===== src/rtl/ro_pkg.sv =====
// Shared definitions for the RO drive and monitor blocks: FSM encoding and default timing unit.
package ro_pkg;

    typedef enum logic [1:0] {
        StIdle = 2'd0,
        StLoad = 2'd1,
        StHigh = 2'd2,
        StLow  = 2'd3
    } ro_state_e;

    localparam int unsigned UnitDivDefault = 6;

endpackage


===== src/rtl/ro_unit_timer.sv =====
// Nested prescaler + unit counter; done marks the last clk cycle of a target-unit phase.
module ro_unit_timer
    import ro_pkg::*;
#(
    parameter int unsigned UNIT_DIV = UnitDivDefault,
    parameter int unsigned PW       = 8
) (
    input  logic          clk,
    input  logic          rst,
    input  logic          clr,
    input  logic [PW-1:0] target,
    output logic          done
);

    localparam int unsigned    PsW    = (UNIT_DIV > 1) ? $clog2(UNIT_DIV) : 1;
    localparam logic [PsW-1:0] PsLast = PsW'(UNIT_DIV - 1);

    logic [PsW-1:0] ps_q, ps_d;
    logic [PW-1:0]  unit_q, unit_d;
    logic           tick;

    assign tick = (ps_q == PsLast);
    // target is never 0 while a phase runs, so target-1 cannot underflow in use
    assign done = tick && (unit_q == target - PW'(1));

    always_comb begin
        ps_d   = ps_q;
        unit_d = unit_q;
        if (clr || done) begin
            ps_d   = '0;
            unit_d = '0;
        end else if (tick) begin
            ps_d   = '0;
            unit_d = unit_q + PW'(1);
        end else begin
            ps_d   = ps_q + PsW'(1);
        end
    end

    always_ff @(posedge clk or posedge rst) begin
        if (rst) begin
            ps_q   <= '0;
            unit_q <= '0;
        end else begin
            ps_q   <= ps_d;
            unit_q <= unit_d;
        end
    end

endmodule


===== src/rtl/ro_pulse_driver.sv =====
// RO drive pulse train: high for period*UNIT_DIV cycles, low for gap*UNIT_DIV, single or continuous.
module ro_pulse_driver
    import ro_pkg::*;
#(
    parameter int unsigned UNIT_DIV = UnitDivDefault,
    parameter int unsigned PW       = 8,
    parameter int unsigned CW       = 16
) (
    input  logic          clk,
    input  logic          rst,
    input  logic          start,
    input  logic          cont,
    input  logic          stop,
    input  logic [PW-1:0] period_in,
    input  logic [PW-1:0] gap_in,
    output logic          ro_out,
    output logic          busy,
    output logic          pulse_done,
    output logic          cfg_err,
    output logic [CW-1:0] pulse_count
);

    ro_state_e     state_q, state_d;
    logic          cont_q, cont_d;
    logic          stop_pend_q, stop_pend_d;
    logic [PW-1:0] per_q, per_d;
    logic [PW-1:0] gap_q, gap_d;
    logic [CW-1:0] cnt_q, cnt_d;
    logic          ro_q, ro_d;
    logic          pd_q, pd_d;
    logic          cfg_q, cfg_d;

    logic          timer_clr;
    logic [PW-1:0] timer_target;
    logic          phase_done;

    assign timer_clr    = (state_q == StIdle) || (state_q == StLoad);
    assign timer_target = (state_q == StLow) ? gap_q : per_q;

    ro_unit_timer #(
        .UNIT_DIV (UNIT_DIV),
        .PW       (PW)
    ) u_timer (
        .clk    (clk),
        .rst    (rst),
        .clr    (timer_clr),
        .target (timer_target),
        .done   (phase_done)
    );

    // State register
    always_ff @(posedge clk or posedge rst) begin
        if (rst) begin
            state_q <= StIdle;
        end else begin
            state_q <= state_d;
        end
    end

    // Next-state logic
    always_comb begin
        state_d = state_q;
        unique case (state_q)
            StIdle: if (start && (period_in != '0)) state_d = StLoad;
            StLoad: state_d = StHigh;
            StHigh: if (phase_done) state_d = StLow;
            StLow: begin
                if (phase_done) state_d = (cont_q && !stop_pend_q) ? StLoad : StIdle;
            end
            default: state_d = StIdle;
        endcase
    end

    // Outputs: ro_out follows the state being entered so it is registered yet edge-aligned
    always_comb begin
        busy  = (state_q != StIdle);
        ro_d  = (state_d == StHigh);
        pd_d  = (state_q == StHigh) && phase_done;
        cfg_d = (state_q == StIdle) && start && (period_in == '0);
    end

    always_comb begin
        cont_d      = cont_q;
        per_d       = per_q;
        gap_d       = gap_q;
        stop_pend_d = stop_pend_q;
        cnt_d       = cnt_q;
        if (state_q == StIdle && start && (period_in != '0)) begin
            cont_d = cont;
        end
        if (state_q == StLoad) begin
            per_d = period_in;
            gap_d = (gap_in == '0) ? PW'(1) : gap_in;
        end
        // Clearing on the return to idle wins so a late stop cannot leak into the next run
        if (state_q != StIdle && state_d == StIdle) begin
            stop_pend_d = 1'b0;
        end else if (stop && state_q != StIdle) begin
            stop_pend_d = 1'b1;
        end
        if (pd_d) begin
            cnt_d = cnt_q + CW'(1);
        end
    end

    always_ff @(posedge clk or posedge rst) begin
        if (rst) begin
            cont_q      <= 1'b0;
            per_q       <= '0;
            gap_q       <= '0;
            stop_pend_q <= 1'b0;
            cnt_q       <= '0;
            ro_q        <= 1'b0;
            pd_q        <= 1'b0;
            cfg_q       <= 1'b0;
        end else begin
            cont_q      <= cont_d;
            per_q       <= per_d;
            gap_q       <= gap_d;
            stop_pend_q <= stop_pend_d;
            cnt_q       <= cnt_d;
            ro_q        <= ro_d;
            pd_q        <= pd_d;
            cfg_q       <= cfg_d;
        end
    end

    assign ro_out      = ro_q;
    assign pulse_done  = pd_q;
    assign cfg_err     = cfg_q;
    assign pulse_count = cnt_q;

endmodule


===== config.mk =====
export PLATFORM = sky130hd
export DESIGN_NAME = ro_pulse_driver
export DESIGN_NICKNAME = d
export VERILOG_FILES = /design/src/rtl/ro_pkg.sv /design/src/rtl/ro_unit_timer.sv /design/src/rtl/ro_pulse_driver.sv
export SDC_FILE = /design/constraint.sdc
export NUM_CORES = 1
export LEC_CHECK = 0
export CAP_MARGIN = 15
export CORE_AREA = 4 4 89 66
export DETAILED_ROUTE_END_ITERATION = 7
export DIE_AREA = 0 0 93 70
export DONT_BUFFER_PORTS = 1
export PLACE_DENSITY_LB_ADDON = 0.05
export SLEW_MARGIN = 10
export SYNTH_ARGS = -nofsm -noshare
export SYNTH_HDL_FRONTEND = slang
export SYNTH_SLANG_ARGS = --single-unit

===== constraint.sdc =====
create_clock -name clk -period 4.75 [get_ports clk]
set_input_delay 0.2375 -clock clk [delete_from_list [all_inputs] [get_ports clk]]
set_output_delay 0.2375 -clock clk [all_outputs]
set_load 0.02 [all_outputs]

* Word level (Yosys, flattened, before mapping) *
Index checks and enable logic that the tools add are counted.
W data, S select, Z words.

storage, ports and cells
  register bits after elaboration = 50
  bits of input ports = 21
  output and inout port bits = 20

cells by class
  $add $sub $neg = 4
  eq/ne operators = 6
  muxes and demuxes = 13
  reduce and logical (&&, ||, !) cells = 20

operators with widths
  cell                     number
  $mux W8                  4
  $add A16 B1 Y16 const B  1
  $logic_not A8 Y1         2
  $logic_and A1 B1 Y1      9
  $add A8 B1 Y8 const B    1
  $eq A8 B8 Y1             1
  $pmux W2 S4              1
  $reduce_bool A8 Y1       1
  $sub A8 B1 Y8 const B    1
  $eq A2 B2 Y1 const B     3
  $mux W2                  3
  $mux W3                  2
  $reduce_bool A2 Y1       3
  $logic_not A2 Y1         2
  $add A3 B1 Y3 const B    1
  $eq A3 B3 Y1 const B     1
  $mux W1                  3
  $eq A2 B1 Y1 const B     1
  $logic_or A1 B1 Y1       2
  $logic_not A1 Y1         1

* Longest topological paths before layout *
Gate-level depths: netlist (run 1).

  depth in word-level cells = 10
  mapped depth = 11

* Cells and area by module *
A second synthesis (run 1) with hierarchy kept.

unflattened totals
  cell total of the unflattened synthesis = 221
  area total of the unflattened synthesis = 2519.9 sq um

modules (own cells, without submodules)
  module           times used  cells each  area an instance (sq um)
  ro_pulse_driver  1           136         1740.4
  ro_unit_timer    1           85          779.5

* Worst setup path after synthesis (run 1) *
No wires, ideal clock.

  kind = register to register
  from = register state_q[0]
  to = register cnt_q[1] (netlist: pulse_count[1])
  arrival time = 2665 ps
  setup slack = 1961 ps
  stages on the path, launching flop included = 11
  period minus slack after synthesis = 2789 ps
  cells stage by stage = dfrtp_1 -> buf_4 -> nand2_4 -> mux2i_1 -> ha_1 -> xor2_1 -> xnor2_1 -> nor4_1 -> o2111ai_4 -> nor2_1 -> mux2_2

between the ends
  longest elaborated chain between the ends = 6
  elaborated cells between the ends (all ways) = 7
  classes of those cells = add/sub: 1; eq/ne: 3; mux: 1; reduce/logical: 2

ends and longest elaborated chain
  item                      RTL line                text
  start: declaration        ro_pulse_driver.sv:23   ro_state_e state_q, state_d;
  start signal: assignment  ro_pulse_driver.sv:54   state_q <= StIdle;
  start signal: assignment  ro_pulse_driver.sv:56   state_q <= state_d;
  $eq A2 B2 Y1              ro_pulse_driver.sv:38   assign timer_target = (state_q == StLow) ? gap_q : per_q;
  $mux W8                   ro_pulse_driver.sv:38
  $sub A8 B1 Y8             ro_unit_timer.sv:24     assign done = tick && (unit_q == target - PW'(1));
  $eq A8 B8 Y1              ro_unit_timer.sv:24
  $logic_and A1 B1 Y1       ro_unit_timer.sv:24
  $logic_and A1 B1 Y1 *     ro_pulse_driver.sv:78   pd_d = (state_q == StHigh) && phase_done;
  net pd_d                  ro_pulse_driver.sv:30   logic pd_q, pd_d;
  end signal: assignment    ro_pulse_driver.sv:121  cnt_q <= cnt_d;
  end: declaration          ro_pulse_driver.sv:28   logic [CW-1:0] cnt_q, cnt_d;

The timed path passes the listed nets; every way through them passes the cells marked *.
A chain may end at the register's enable or synchronous reset.

* Worst setup path in the final report (run 1) *
Ends and elaborated chain as after synthesis.

==> run summary, run 1 <==
status - finished, final reports clean
Num CTS Buffers - 5
Yosys top cell area share - 0.463
Setup CP Type - reg -> reg
CP startpoint kind - flip-flop
Avg Vias per Cell - 5.49
Clock Tree Root - clkbuf_8
vias in the first global route - 1778
final non-filler cell total - 322
core area - 0.00506 sq mm
worst hold stages - 2
total power - 0.919 mW
sequential area share after synthesis - 0.463
CTS tree - built
max incr delay on CP - 0.72 ns
Yosys top cell by area - dfrtp_1
ANT cells - 0
Synth Instances - 248
Hold Crit Class - in -> reg
antenna-violating nets left - 0
die area - 0.00651 sq mm
Final Setup Violations - 0
GR Util met2 - 0.231
Vias - 1768
Netlist Area Pre-Place - 0.00271 sq mm
Remaining Overflow, GRT - 0
Reg clk slew, reported paths - 0.09 ns
routed wire length - 5240 um
Worst VDD drop - 135 uV
CP Max Fanout - 20
Hold Path Origin - start
Final Util - 0.568
max-slew violations - 0
unrepaired setup endpoints after global routing - false
Critical Path Sink Type - flip-flop
WL/cell - 16.3 um
ys flop type - dfrtp_1
FMAX - 285 MHz
Switch Pwr - 0.239 mW
Starting DRT DRC Count - 43
top post-synthesis cells by area - dfrtp_1 46%, mux2_2 7.5%, xor2_1 5.8%
Seq pwr share - 0.539
number of nets in the layout - 273
Power Internal - 0.680 mW
initial antenna violation count - 0
Resize count post-CTS - 0
Post-DP Area - 0.00274 sq mm
worst setup margin - 1.24 ns
Reg2Reg Setup Slack - 1.24 ns
Max stage delay cell, worst path - dfrtp_1
flops & latches, synth - 50
Sw Share - 0.260
Rel. slew slack - 0.495
H-tree Lvls - 2
Yosys cell types - 52
syn nets - 272
commonest cells after routing, fill and taps aside - 50 x dfrtp_1, 23 x nor2_1, 18 x mux2_2, 18 x xor2_1, 15 x nand2_1
P&R area growth vs syn - 6.43%
width of the die - 93 um
drt pass-1 iters - 4
leakage power - 1.25 nW
gpl congestion - 0.878
HPWL after DPL - 3890 um
Critical Path AT - 3.70 ns
R2R depth - 9
first-pass GRT wire length - 9120 um
worst skew pair latency - 0.30 ns
Yosys warnings - 0
Synth Area per Inst - 10.9 sq um
Hold WS - 0.0393 ns
CP required - 4.94 ns
Final min period - 3.51 ns
IO Pins - 41
Post-Place Cells - 312
port bufs - 0
row count - 22
TritonCTS Sinks - 50
EDFF count, synth - 0
clock network power share - 0.318
share of cells above drive strength 1 - 0.172
# DRC - 0
Place WS - 1.22 ns
PwrDens - 319 mW/mm^2
Fill cells - 454
Most Crowded Layer GR - met1
crit path cell chain - nand2_4 -> mux2i_1 -> ha_1 -> xor2_1 -> xnor2_1 -> nor4_1 -> o2111ai_4 -> nor2_1 -> mux2_2
final hold vios - 0
skew final - 0.00659 ns
Worst Hold End - cfg_err
Max clock buf depth - 2
combinational share of power - 0.143
met3 global-route usage - 0.0463
most common cell after layout, fill and taps aside - dfrtp_1
gr usage total - 0.175
design area - 0.00288 sq mm
Final period util - 0.739
chip height - 70 um
M1 GR Usage - 0.281
setup repair bufs after CTS - 0
Max Cap Violations - 0
initial core utilization - 0.534
worst-margin pin slew - 0.757 ns
largest net degree at the start of global routing - 51
fraction of registers with async set/reset - 1.00
post-route setup TNS - 0 ns
worst reg2reg path endpoint - pulse_count[1]
r2r startpoint - state_q[0]
## cells in the mapped netlist (5+ instances only)
cell type,count
o21ai_0,5
a21oi_1,7
nor2_1,23
xnor2_1,10
nor4_1,8
and3_1,6
nand2_1,15
nor3_2,6
dfrtp_1,50
inv_1,9
xor2_1,18
nand3_1,10
mux2_2,18
## cell families (layout without fill, tap and decap cells)
kind of cell,Yosys count,count (layout),share of synthesized area
and+or+nand+nor,96,96,0.207
DFF,50,50,0.463
buffers and inverters,17,19,0.0319
adders and majority gates,3,3,0.0139
muxes,22,22,0.0897
xor gates and xnor gates,29,29,0.0990
AOI/OAI and AO/OA,31,31,0.0958
## sequential cells by signal, indices dropped and copies added (netlist names)
| register | flops |
|---|---|
| pulse_count | 16 |
| gap_q | 8 |
| per_q | 8 |
| u_timer.unit_q | 8 |
| u_timer.ps_q | 3 |
| state_q | 2 |
| cfg_err | 1 |
| cont_q | 1 |
| pulse_done | 1 |
| ro_out | 1 |
| stop_pend_q | 1 |
## worst max-delay path by stage
stage	startpoint	cells past startpoint	slack (ns)	end
floorplan	state_q[0]	10	1.96	pulse_count[1]
global placement	state_q[0]	9	1.37	ro_out
detailed placement	state_q[0]	9	1.22	ro_out
CTS	state_q[0]	9	1.23	ro_out
global route	state_q[0]	9	0.88	ro_out
finish	state_q[0]	9	1.24	pulse_count[1]
## worst max-delay path: cells and delay by family (launching register included)
kind | cells | cell delay [ns]
and+or+nand+nor | 3 | 1.00
DFF | 1 | 0.72
muxes | 2 | 0.68
AOI/OAI and AO/OA | 1 | 0.42
xor gates and xnor gates | 2 | 0.29
adders and majority gates | 1 | 0.29
## power groups by stage
stage | logic [mW] | registers (mW) | clock network, mW
finish | 0.131 | 0.495 | 0.292
global route | 0.148 | 0.502 | 0.320
CTS | 0.131 | 0.495 | 0.303
detailed placement | 0.130 | 0.503 | 0
global placement | 0.126 | 0.504 | 0
floorplan | 0.116 | 0.488 | 0
## per-layer routing
metal	up-vias	wire length, um
met5	-	0
met4	0	44
met3	5	331
met2	45	2060
met1	837	2810
li1	881	-
## final cells by class
type / instances / area (sq um) / share of cell area
Inverter: 9 / 33.8 / 0.0117
Sequential cell: 50 / 1250 / 0.435
Clock buffer: 7 / 76.3 / 0.0265
Clock inverter: 1 / 30.0 / 0.0104
Multi-Input combinational cell: 181 / 1370 / 0.475
Timing Repair Buffer: 2 / 30.0 / 0.0104
Tap cell: 72 / 90.1 / 0.0313
## what timing repair did
item	in CTS	in global routing
hold buffers	0	1
endpoints found under the setup margin	0	0
endpoints found under the hold margin	0	22
(Power assumes the default switching activity.)
==> run 2: changes to the inputs <==
--- a/config.mk
+++ b/config.mk
@@ -5,10 +5,11 @@
 export SDC_FILE = /design/constraint.sdc
 export NUM_CORES = 1
 export LEC_CHECK = 0
+export ABC_AREA = 1
 export CAP_MARGIN = 15
-export CORE_AREA = 4 4 89 66
+export CORE_AREA = 4 4 94 69
 export DETAILED_ROUTE_END_ITERATION = 7
-export DIE_AREA = 0 0 93 70
+export DIE_AREA = 0 0 98 73
 export DONT_BUFFER_PORTS = 1
 export PLACE_DENSITY_LB_ADDON = 0.05
 export SLEW_MARGIN = 10
==> constraint.sdc (replaced) <==
create_clock -name clk -period 3.3 [get_ports clk]
set_input_delay 0.165 -clock clk [delete_from_list [all_inputs] [get_ports clk]]
set_output_delay 0.165 -clock clk [all_outputs]
set_load 0.02 [all_outputs]
==> run 2 against run 1 <==
  * The run now ends with hold timing left
  * Critical path depth grew 6
  * Sequential cell count is the same
  * Area after synthesis grew 12%
  * Hold slack lost 0.043 ns
==> run summary, run 2 <==
Critical Path AT - 3.13 ns (was 3.70 ns)
most common cell after layout, fill and taps aside - nand2_1 (was dfrtp_1)
Remaining Overflow, GRT - 0 (unchanged)
Num CTS Buffers - 5 (unchanged)
IO Pins - 41 (unchanged)
Fill cells - 514 (was 454)
Critical Path Sink Type - flip-flop (unchanged)
gr usage total - 0.205 (was 0.175)
Top Family by Delay on Critical Path - simple AND/OR/NAND/NOR gates (unchanged)
vias in the first global route - 2442 (was 1778)
Final Setup Violations - 0 (unchanged)
# DRC - 0 (unchanged)
r2r startpoint - state_q[1] (was state_q[0])
final non-filler cell total - 483 (was 322)
Avg Vias per Cell - 5.25 (was 5.49)
EDFF count, synth - 0 (unchanged)
CP required - 3.49 ns (was 4.94 ns)
Worst VDD drop - 289 uV (was 135 uV)
Yosys top cell by area - dfrtp_1 (unchanged)
chip height - 73 um (was 70 um)
ys flop type - dfrtp_1 (unchanged)
most common cell in the netlist - nand2_1 (was dfrtp_1)
Place WS - 0.379 ns (was 1.22 ns)
CP Max Fanout - 13 (was 20)
area of the multi-input gates - 0.00149 sq mm (was 0.00137 sq mm)
width of the die - 98 um (was 93 um)
die area - 0.00715 sq mm (was 0.00651 sq mm)
worst skew pair latency - 0.30 ns (about the same)
CTS tree - built (unchanged)
core area - 0.00561 sq mm (was 0.00506 sq mm)
FMAX - 340 MHz (was 285 MHz)
status - complete, but fails checks (was finished, final reports clean)
initial antenna violation count - 0 (unchanged)
Synth Area per Inst - 7.72 sq um (was 10.9 sq um)
H-tree Lvls - 2 (unchanged)
failing checks - hold timing
final hold vios - 1 (was 0)
max FFs per register - 16 (unchanged)
Yosys cell types - 34 (was 52)
crit path capture - pulse_count[11] (was pulse_count[1])
PwrDens - 413 mW/mm^2 (was 319 mW/mm^2)
largest net degree at the start of global routing - 51 (unchanged)
sequential area share after synthesis - 0.415 (was 0.463)
number of nets in the layout - 431 (was 273)
R2R depth - 15 (was 9)
syn nets - 415 (was 272)
Reg area - 0.00125 sq mm (unchanged)
CTS Hold Bufs - 14 (was 0)
commonest cells after routing, fill and taps aside - 111 x nand2_1, 51 x inv_1, 50 x dfrtp_1 (was 50 x dfrtp_1, 23 x nor2_1, 18 x mux2_2, 18 x xor2_1, 15 x nand2_1)
top post-synthesis cells by area - dfrtp_1 41%, nand2_1 14%, inv_1 6.5% (was dfrtp_1 46%, mux2_2 7.5%, xor2_1 5.8%)
Starting DRT DRC Count - 155 (was 43)
skew final - 0.0109 ns (was 0.00659 ns)
Hold Crit Class - in -> reg (unchanged)
TritonCTS Sinks - 50 (unchanged)
drt pass-1 iters - 5 (was 4)
Max clock buf depth - 2 (unchanged)
Yosys warnings - 0 (unchanged)
Rel. slew slack - 0.400 (was 0.495)
row count - 23 (was 22)
gpl congestion - 0.858 (was 0.878)
Netlist Area Pre-Place - 0.00302 sq mm (was 0.00271 sq mm)
HPWL after DPL - 4950 um (was 3890 um)
Yosys top cell area share - 0.415 (was 0.463)
routed wire length - 6690 um (was 5240 um)
Clock Tree Root - clkbuf_8 (unchanged)
leakage power - 1.56 nW (was 1.25 nW)
Hold WS - -0.00332 ns (was 0.0393 ns)
flops & latches, synth - 50 (unchanged)
Reg clk slew, reported paths - 0.09 ns (about the same)
Levels on crit path - 15 (was 9)
share of cells above drive strength 1 - 0.100 (was 0.172)
crit path from - state_q[1] (was state_q[0])
Resize count post-CTS - 0 (unchanged)
post-route setup TNS - 0 ns (unchanged)
max incr delay on CP - 0.59 ns (was 0.72 ns)
first-pass GRT wire length - 11800 um (was 9120 um)
worst reg2reg path endpoint - pulse_count[11] (was pulse_count[1])
fraction of registers with async set/reset - 1.00 (unchanged)
antenna-violating nets left - 0 (unchanged)
worst setup margin - 0.359 ns (was 1.24 ns)
unrepaired setup endpoints after global routing - false (unchanged)
Max stage delay cell, worst path - dfrtp_1 (unchanged)
ANT cells - 0 (unchanged)
initial core utilization - 0.538 (was 0.534)
Final period util - 0.891 (was 0.739)
Setup CP Type - reg -> reg (unchanged)
P&R area growth vs syn - 10.4% (was 6.43%)
Vias - 2537 (was 1768)
Post-Place Cells - 458 (was 312)
port bufs - 0 (unchanged)
Synth Instances - 391 (was 248)
CP startpoint kind - flip-flop (unchanged)
Reg2Reg Setup Slack - 0.36 ns (was 1.24 ns)
Post-DP Area - 0.00306 sq mm (was 0.00274 sq mm)
setup repair bufs after CTS - 0 (unchanged)
WL/cell - 13.9 um (was 16.3 um)
max-slew violations - 0 (unchanged)
crit path cell chain - nand2_2 -> nand2_1 -> o21ai_4 -> ha_1 -> xnor2_1 -> nor2_1 -> nand3_1 -> nor2_1 -> nand2_1 -> inv_1 -> o21ai_1 -> nor2_4 -> nand3_2 -> nand2_1 -> nand2_1 (was nand2_4 -> mux2i_1 -> ha_1 -> xor2_1 -> xnor2_1 -> nor4_1 -> o2111ai_4 -> nor2_1 -> mux2_2)
worst-margin pin slew - 0.897 ns (was 0.757 ns)
design area - 0.00333 sq mm (was 0.00288 sq mm)
Max Cap Violations - 0 (unchanged)
Commonest cells post-synth - 111 x nand2_1, 52 x inv_1, 50 x dfrtp_1 (was 50 x dfrtp_1, 23 x nor2_1, 18 x mux2_2, 18 x xor2_1, 15 x nand2_1)
Final min period - 2.94 ns (was 3.51 ns)
most used cell along the critical path - nand2_1
WP buf/inv - 1 (was 0)
## run 2: report_power, final
part | internal, mW | switching, mW | total (mW)
combinational | 0.119 | 0.169 | 0.288
clock | 0.170 | 0.202 | 0.372
sequential | 0.664 | 0.0544 | 0.718
## run 2: final cells by class
cell class,instances,share of cell area
well taps,75,0.0282
clock buffers,7,0.0259
multi-input cells,277,0.447
clock inverters,1,0.00150
repair buffers,21,0.0631
flip-flops and latches,50,0.375
inverters,52,0.0586
## run 2: how the worst min path moves through the flow
stage / from / endpoint / slack [ns] / cells past startpoint
after global placement: period_in[2] / per_q[2] / 0.29 / 2
final: gap_in[7] / gap_q[7] / -0.003 / 2
after detailed placement: gap_in[3] / gap_q[3] / 0.29 / 2
after global routing: period_in[4] / per_q[4] / 0.002 / 2
after floorplan: gap_in[7] / gap_q[7] / 0.28 / 2
after CTS: period_in[7] / per_q[7] / 0.00007 / 2
## run 2: logic make-up after synthesis
family          synth area share
compound gates            0.0568
xor+xnor                  0.0730
fa+ha+maj                 0.0124
buf+inv                   0.0912
flops                      0.415
mux                      0.00373
simple gates               0.348
## run 2: metrics by stage
step	utilization	power [mW]
global placement	0.546	0.989
detailed placement	0.546	1.00
CTS	0.587	1.38
floorplan	-	0.946
global route	0.594	1.47
finish	0.594	1.38
## run 2: metal layers
metal / global-route usage / wire [um]
met4: 0.0476 / 57
met5: 0 / 0
met2: 0.293 / 2760
met1: 0.314 / 3420
met3: 0.0449 / 454
